### src/rtl/mem_arbiter.sv
`timescale 1ns/1ps
// Two-requester memory arbiter: instruction fetch (IF) and load/store (LS) share one
// single-port memory with fixed wait states; LS has priority, bounded by a starvation limit.
module mem_arbiter #(
    parameter int AW         = 8,
    parameter int DW         = 32,
    parameter int WAIT       = 1,
    parameter int MAX_STARVE = 3
) (
    input  logic          CLK,
    input  logic          RST_F,
    input  logic          IF_REQ,
    input  logic [AW-1:0] IF_ADDR,
    output logic          IF_GNT,
    output logic [DW-1:0] IF_RDATA,
    output logic          IF_VALID,
    input  logic          LS_REQ,
    input  logic          LS_WE,
    input  logic [AW-1:0] LS_ADDR,
    input  logic [DW-1:0] LS_WDATA,
    output logic          LS_GNT,
    output logic [DW-1:0] LS_RDATA,
    output logic          LS_VALID,
    output logic          MEM_EN,
    output logic          MEM_WE,
    output logic [AW-1:0] MEM_ADDR,
    output logic [DW-1:0] MEM_WDATA,
    input  logic [DW-1:0] MEM_RDATA,
    output logic          BUSY
);

    // Handshake: a requester raises REQ with stable operands and holds both until its
    // one-cycle GNT; completion is a one-cycle VALID. REQ is only sampled while IDLE.
    typedef enum logic [1:0] {
        IDLE   = 2'd0,
        ACCESS = 2'd1,
        WAITST = 2'd2,
        DONE   = 2'd3
    } state_t;

    localparam logic [2:0] WAIT_LOAD  = (WAIT > 0) ? 3'(WAIT - 1) : 3'd0;
    localparam logic [2:0] STARVE_TOP = 3'(MAX_STARVE);

    state_t        state;
    state_t        state_nxt;
    logic [2:0]    wait_cnt;
    logic [2:0]    starve_cnt;
    logic          sel_ls;
    logic          we_q;
    logic [AW-1:0] addr_q;
    logic [DW-1:0] wdata_q;
    logic [DW-1:0] if_rdata_q;
    logic [DW-1:0] ls_rdata_q;
    logic          pick_ls;
    logic          arb_fire;
    logic          enter_done;

    // LS wins ties unless fetch has already been passed over MAX_STARVE times in a row.
    assign pick_ls  = LS_REQ && !(IF_REQ && (starve_cnt == STARVE_TOP));
    assign arb_fire = (state == IDLE) && (IF_REQ || LS_REQ);

    always_ff @(posedge CLK or negedge RST_F) begin
        if (!RST_F) begin
            state <= IDLE;
        end else begin
            state <= state_nxt;
        end
    end

    always_comb begin
        state_nxt  = state;
        enter_done = 1'b0;
        IF_GNT     = 1'b0;
        LS_GNT     = 1'b0;
        IF_VALID   = 1'b0;
        LS_VALID   = 1'b0;
        MEM_EN     = 1'b0;
        MEM_WE     = 1'b0;
        BUSY       = 1'b0;
        case (state)
            IDLE: begin
                if (IF_REQ || LS_REQ) begin
                    state_nxt = ACCESS;
                end
            end
            ACCESS: begin
                BUSY   = 1'b1;
                MEM_EN = 1'b1;
                MEM_WE = we_q;
                IF_GNT = !sel_ls;
                LS_GNT = sel_ls;
                if (WAIT > 0) begin
                    state_nxt = WAITST;
                end else begin
                    state_nxt  = DONE;
                    enter_done = 1'b1;
                end
            end
            WAITST: begin
                BUSY = 1'b1;
                if (wait_cnt == 3'd0) begin
                    state_nxt  = DONE;
                    enter_done = 1'b1;
                end
            end
            DONE: begin
                BUSY      = 1'b1;
                IF_VALID  = !sel_ls;
                LS_VALID  = sel_ls;
                state_nxt = IDLE;
            end
            default: begin
                state_nxt = IDLE;
            end
        endcase
    end

    // Winner and operands are captured once, at the arbitration edge, and held to DONE.
    always_ff @(posedge CLK or negedge RST_F) begin
        if (!RST_F) begin
            sel_ls  <= 1'b0;
            we_q    <= 1'b0;
            addr_q  <= '0;
            wdata_q <= '0;
        end else if (arb_fire) begin
            sel_ls  <= pick_ls;
            we_q    <= pick_ls && LS_WE;
            addr_q  <= pick_ls ? LS_ADDR : IF_ADDR;
            wdata_q <= LS_WDATA;
        end
    end

    always_ff @(posedge CLK or negedge RST_F) begin
        if (!RST_F) begin
            wait_cnt <= 3'd0;
        end else if (state == ACCESS) begin
            wait_cnt <= WAIT_LOAD;
        end else if ((state == WAITST) && (wait_cnt != 3'd0)) begin
            wait_cnt <= wait_cnt - 3'd1;
        end
    end

    always_ff @(posedge CLK or negedge RST_F) begin
        if (!RST_F) begin
            starve_cnt <= 3'd0;
        end else if (!IF_REQ) begin
            starve_cnt <= 3'd0;
        end else if (arb_fire && !pick_ls) begin
            starve_cnt <= 3'd0;
        end else if (arb_fire && pick_ls && (starve_cnt != STARVE_TOP)) begin
            starve_cnt <= starve_cnt + 3'd1;
        end
    end

    // Read data lands in the winner's register on the edge that enters DONE; stores never touch it.
    always_ff @(posedge CLK or negedge RST_F) begin
        if (!RST_F) begin
            if_rdata_q <= '0;
            ls_rdata_q <= '0;
        end else if (enter_done && !we_q) begin
            if (sel_ls) begin
                ls_rdata_q <= MEM_RDATA;
            end else begin
                if_rdata_q <= MEM_RDATA;
            end
        end
    end

    assign IF_RDATA  = if_rdata_q;
    assign LS_RDATA  = ls_rdata_q;
    assign MEM_ADDR  = addr_q;
    assign MEM_WDATA = wdata_q;

endmodule
### config.mk
export PLATFORM = sky130hd
export DESIGN_NAME = mem_arbiter
export DESIGN_NICKNAME = d
export VERILOG_FILES = /design/src/rtl/mem_arbiter.sv
export SDC_FILE = /design/constraint.sdc
export NUM_CORES = 1
export LEC_CHECK = 0
export CAP_MARGIN = 20
export CORE_MARGIN = 4
export CORE_UTILIZATION = 30
export DETAILED_ROUTE_END_ITERATION = 8
export HOLD_SLACK_MARGIN = 0.06
export PLACE_DENSITY = 0.59
export SLEW_MARGIN = 10
export SYNTH_ARGS = -nofsm -noshare
export SYNTH_HDL_FRONTEND = slang
export SYNTH_SLANG_ARGS = --single-unit
### constraint.sdc
create_clock -name CLK -period 1.71 [get_ports CLK]
set_input_delay 0.171 -clock CLK [delete_from_list [all_inputs] [get_ports CLK]]
set_output_delay 0.171 -clock CLK [all_outputs]
set_load 0.03 [all_outputs]
==> flow_summary.yaml <==
die:
  fp.dieH_microns: 131
  num_rows: 44
  fp.dieArea_sq_mm: 0.0172
  die-width_microns: 131
  start_util: 0.309
  core_region_area_sq_mm: 0.0147
  ios: 196
critical_path:
  startpoint_type: "register"
  critPathKind: "reg2reg"
  startpoint: "wait_cnt[1]"
  worstPathRequired_ps: 2000
  reg2reg_from: "wait_cnt[1]"
  end_kind: "register"
  crit_fanout: 8
  arrival_ps: 2030
global_route:
  antenna_found_initial: 0
  grt_max_degree: 65
  first_global_vias: 3425
  grt_pass1_wl_microns: 18000
  grt.total_usage: 0.139
  grt_overflow: 0
sta:
  fin_tns_setup_ps: -680
  relSlewSlack: 0.754
  max_freq_mhz: 576
  drv_slew: 0
  finClkSkew_ps: 7.86
  timing.final.crit_share: 1.02
  finalSetupViolCount: 44
  fin_crit_ps: 1740
  worstMarginPinSlew_ps: 368
  final_hold_viol_count: 0
  rsz0062_at_grt: "true"
  whs_ps: 109
  setup_slack_ps: -26.7
cells_and_area:
  areaGrowthSynthToFinish_pct: 75.9
  fin_cells: 729
  stdcell_area_sq_mm: 0.00799
  drive_above_1_share: 0.338
  nFillCells: 1230
  insertedDiodeCount: 0
  nets: 626
synth:
  ys_ff_latch: 114
  yosysWarnings: 0
  synth.area.top_cells: "dfrtp_1 63%, mux2_2 23%, ha_1 2.5%, a221o_1 1.8%, and2_1 1.5%"
  synth_edf_count: 0
  synth_top_area_share: 0.628
  syn-mean-instance-area_sq_um: 15.5
  syn_area_sq_mm: 0.00455
  synth.distinct_cells: 31
  synth_most_common_cell: "dfrtp_1"
  syn_nets: 387
  ys_seq_area_frac: 0.628
  synthCells: 293
  synth_common_cells: "114 x dfrtp_1, 93 x mux2_2, 11 x and2_1, 9 x ha_1, 8 x a221o_1"
  yosysTopAreaCell: "dfrtp_1"
  ys_async_sr_fraction: 1.00
  synth_ff_type: "dfrtp_1"
placement:
  gp_congestion: 0.749
  dpl_cell_area_sq_mm: 0.00688
  dpl_worst_slack_ps: -53.5
  portBuffers: 195
  place_inst: 679
  hpwl_microns: 8540
route:
  num_vias: 3340
  drt_iter0_drc: 85
  wl_per_cell_microns: 18.3
  avgViaCountPerCell: 4.58
  drcViolationCount: 0
  firstDrtPassIters: 4
  ant_nets: 0
  wl_microns: 13300
clocking:
  clock-sinks: 114
  clock-root-buffer: "clkbuf_16"
  cts_buffer_depth: 2
  cts_htree_levels: 4
  worstSkewPairLatency_ps: 410
  path_clk_slew_ps: 60
  cts_tree: "yes"
  cts_buffers: 17
pwr:
  peakVddDrop_uv: 945
  leakage_nw: 3.53
  p_per_area_mw_per_mm2: 2280
min_path:
  min_path_type: "in2async"
outcome:
  status: "finished with violations"
  violations: "setup timing"
run:
  max_cap_viol_count: 0
[where the power goes]
part | switching, W | internal (W) | total [W]
Combinational | 0.00475 | 0.00484 | 0.00959
Clock | 0.00120 | 0.00259 | 0.00378
Sequential | 0.000782 | 0.00405 | 0.00483
[sequential cells by signal, summed over array words and instances (netlist names)]
name and count:
we_q 1, state 2, sel_ls 1, starve_cnt 3
LS_RDATA 32, IF_RDATA 32, MEM_WDATA 32, wait_cnt 3
MEM_ADDR 8
[metrics by stage]
| stage | total power [W] | util |
|---|---|---|
| after global placement | 0.0133 | 0.468 |
| after detailed placement | 0.0134 | 0.468 |
| after floorplan | 0.00965 | - |
| final | 0.0182 | 0.544 |
| after global routing | 0.0191 | 0.544 |
| after CTS | 0.0173 | 0.513 |
[final timing paths]
path                            endpoint  slack [ps]  depth (start not counted)
max                         LS_RDATA[25]         -30                          8
min                         IF_RDATA[25]         110                          2
max reg2reg                 LS_RDATA[25]         -30                          8
min reg2reg                MEM_WDATA[13]         500                          1
max in group asynchronous   MEM_WDATA[3]        1040                          3
min in group CLK            MEM_WDATA[4]         370                          2
[critical path, stage by stage (launching register included)]
cell,delay (ps)
dfrtp_1,390
inv_2,80
ha_4,130
buf_6,90
nor2b_4,130
nand4b_1,130
buf_6,180
clkbuf_16,180
mux2_4,300
[layout by cell type, fill, tap and decap left out, drive strengths merged, types with 4 or more instances in the layout]
master	count
a221o	8
and2	11
buf	36
bufinv	4
clkbuf	31
clkdlybuf4s50	187
clkinv	4
dfrtp	114
ha	9
inv	7
mux2	97
nor2	4
nor2b	4
[repair_timing]
item,in CTS,in global routing
cloned,0,7
pin swaps,0,3
setup buffers,0,10
endpoints found under the setup margin,62,108
resized for setup,16,70
hold buffers,1,0
hold endpoints to repair,114,0
[per-layer routing]
layer,global-route usage,routed length (microns),up-vias
met4,0.0617,179,0
li1,-,-,1523
met1,0.167,5670,1624
met2,0.199,5790,177
met3,0.0839,1700,16
met5,0,0,-
[final cells by class]
cell class,count,area (sq um),share of cell area
multi-input combinational,160,1850,0.232
clock inverter,9,151,0.0189
inverter,7,28.8,0.00360
tap,184,230,0.0288
timing repair buffer,232,2390,0.299
clock buffer,23,488,0.0610
sequential,114,2850,0.357
[cells by family (layout without fill, tap and decap cells)]
logic type | after synthesis | after routing | synth area share
DFF | 114 | 114 | 0.628
muxes | 97 | 97 | 0.240
and+or+nand+nor | 32 | 32 | 0.0468
AOI/OAI and AO/OA | 22 | 22 | 0.0380
buffers and inverters | 19 | 271 | 0.0226
adders and majority gates | 9 | 9 | 0.0248
Note: power is estimated with default switching activity, not from simulation.
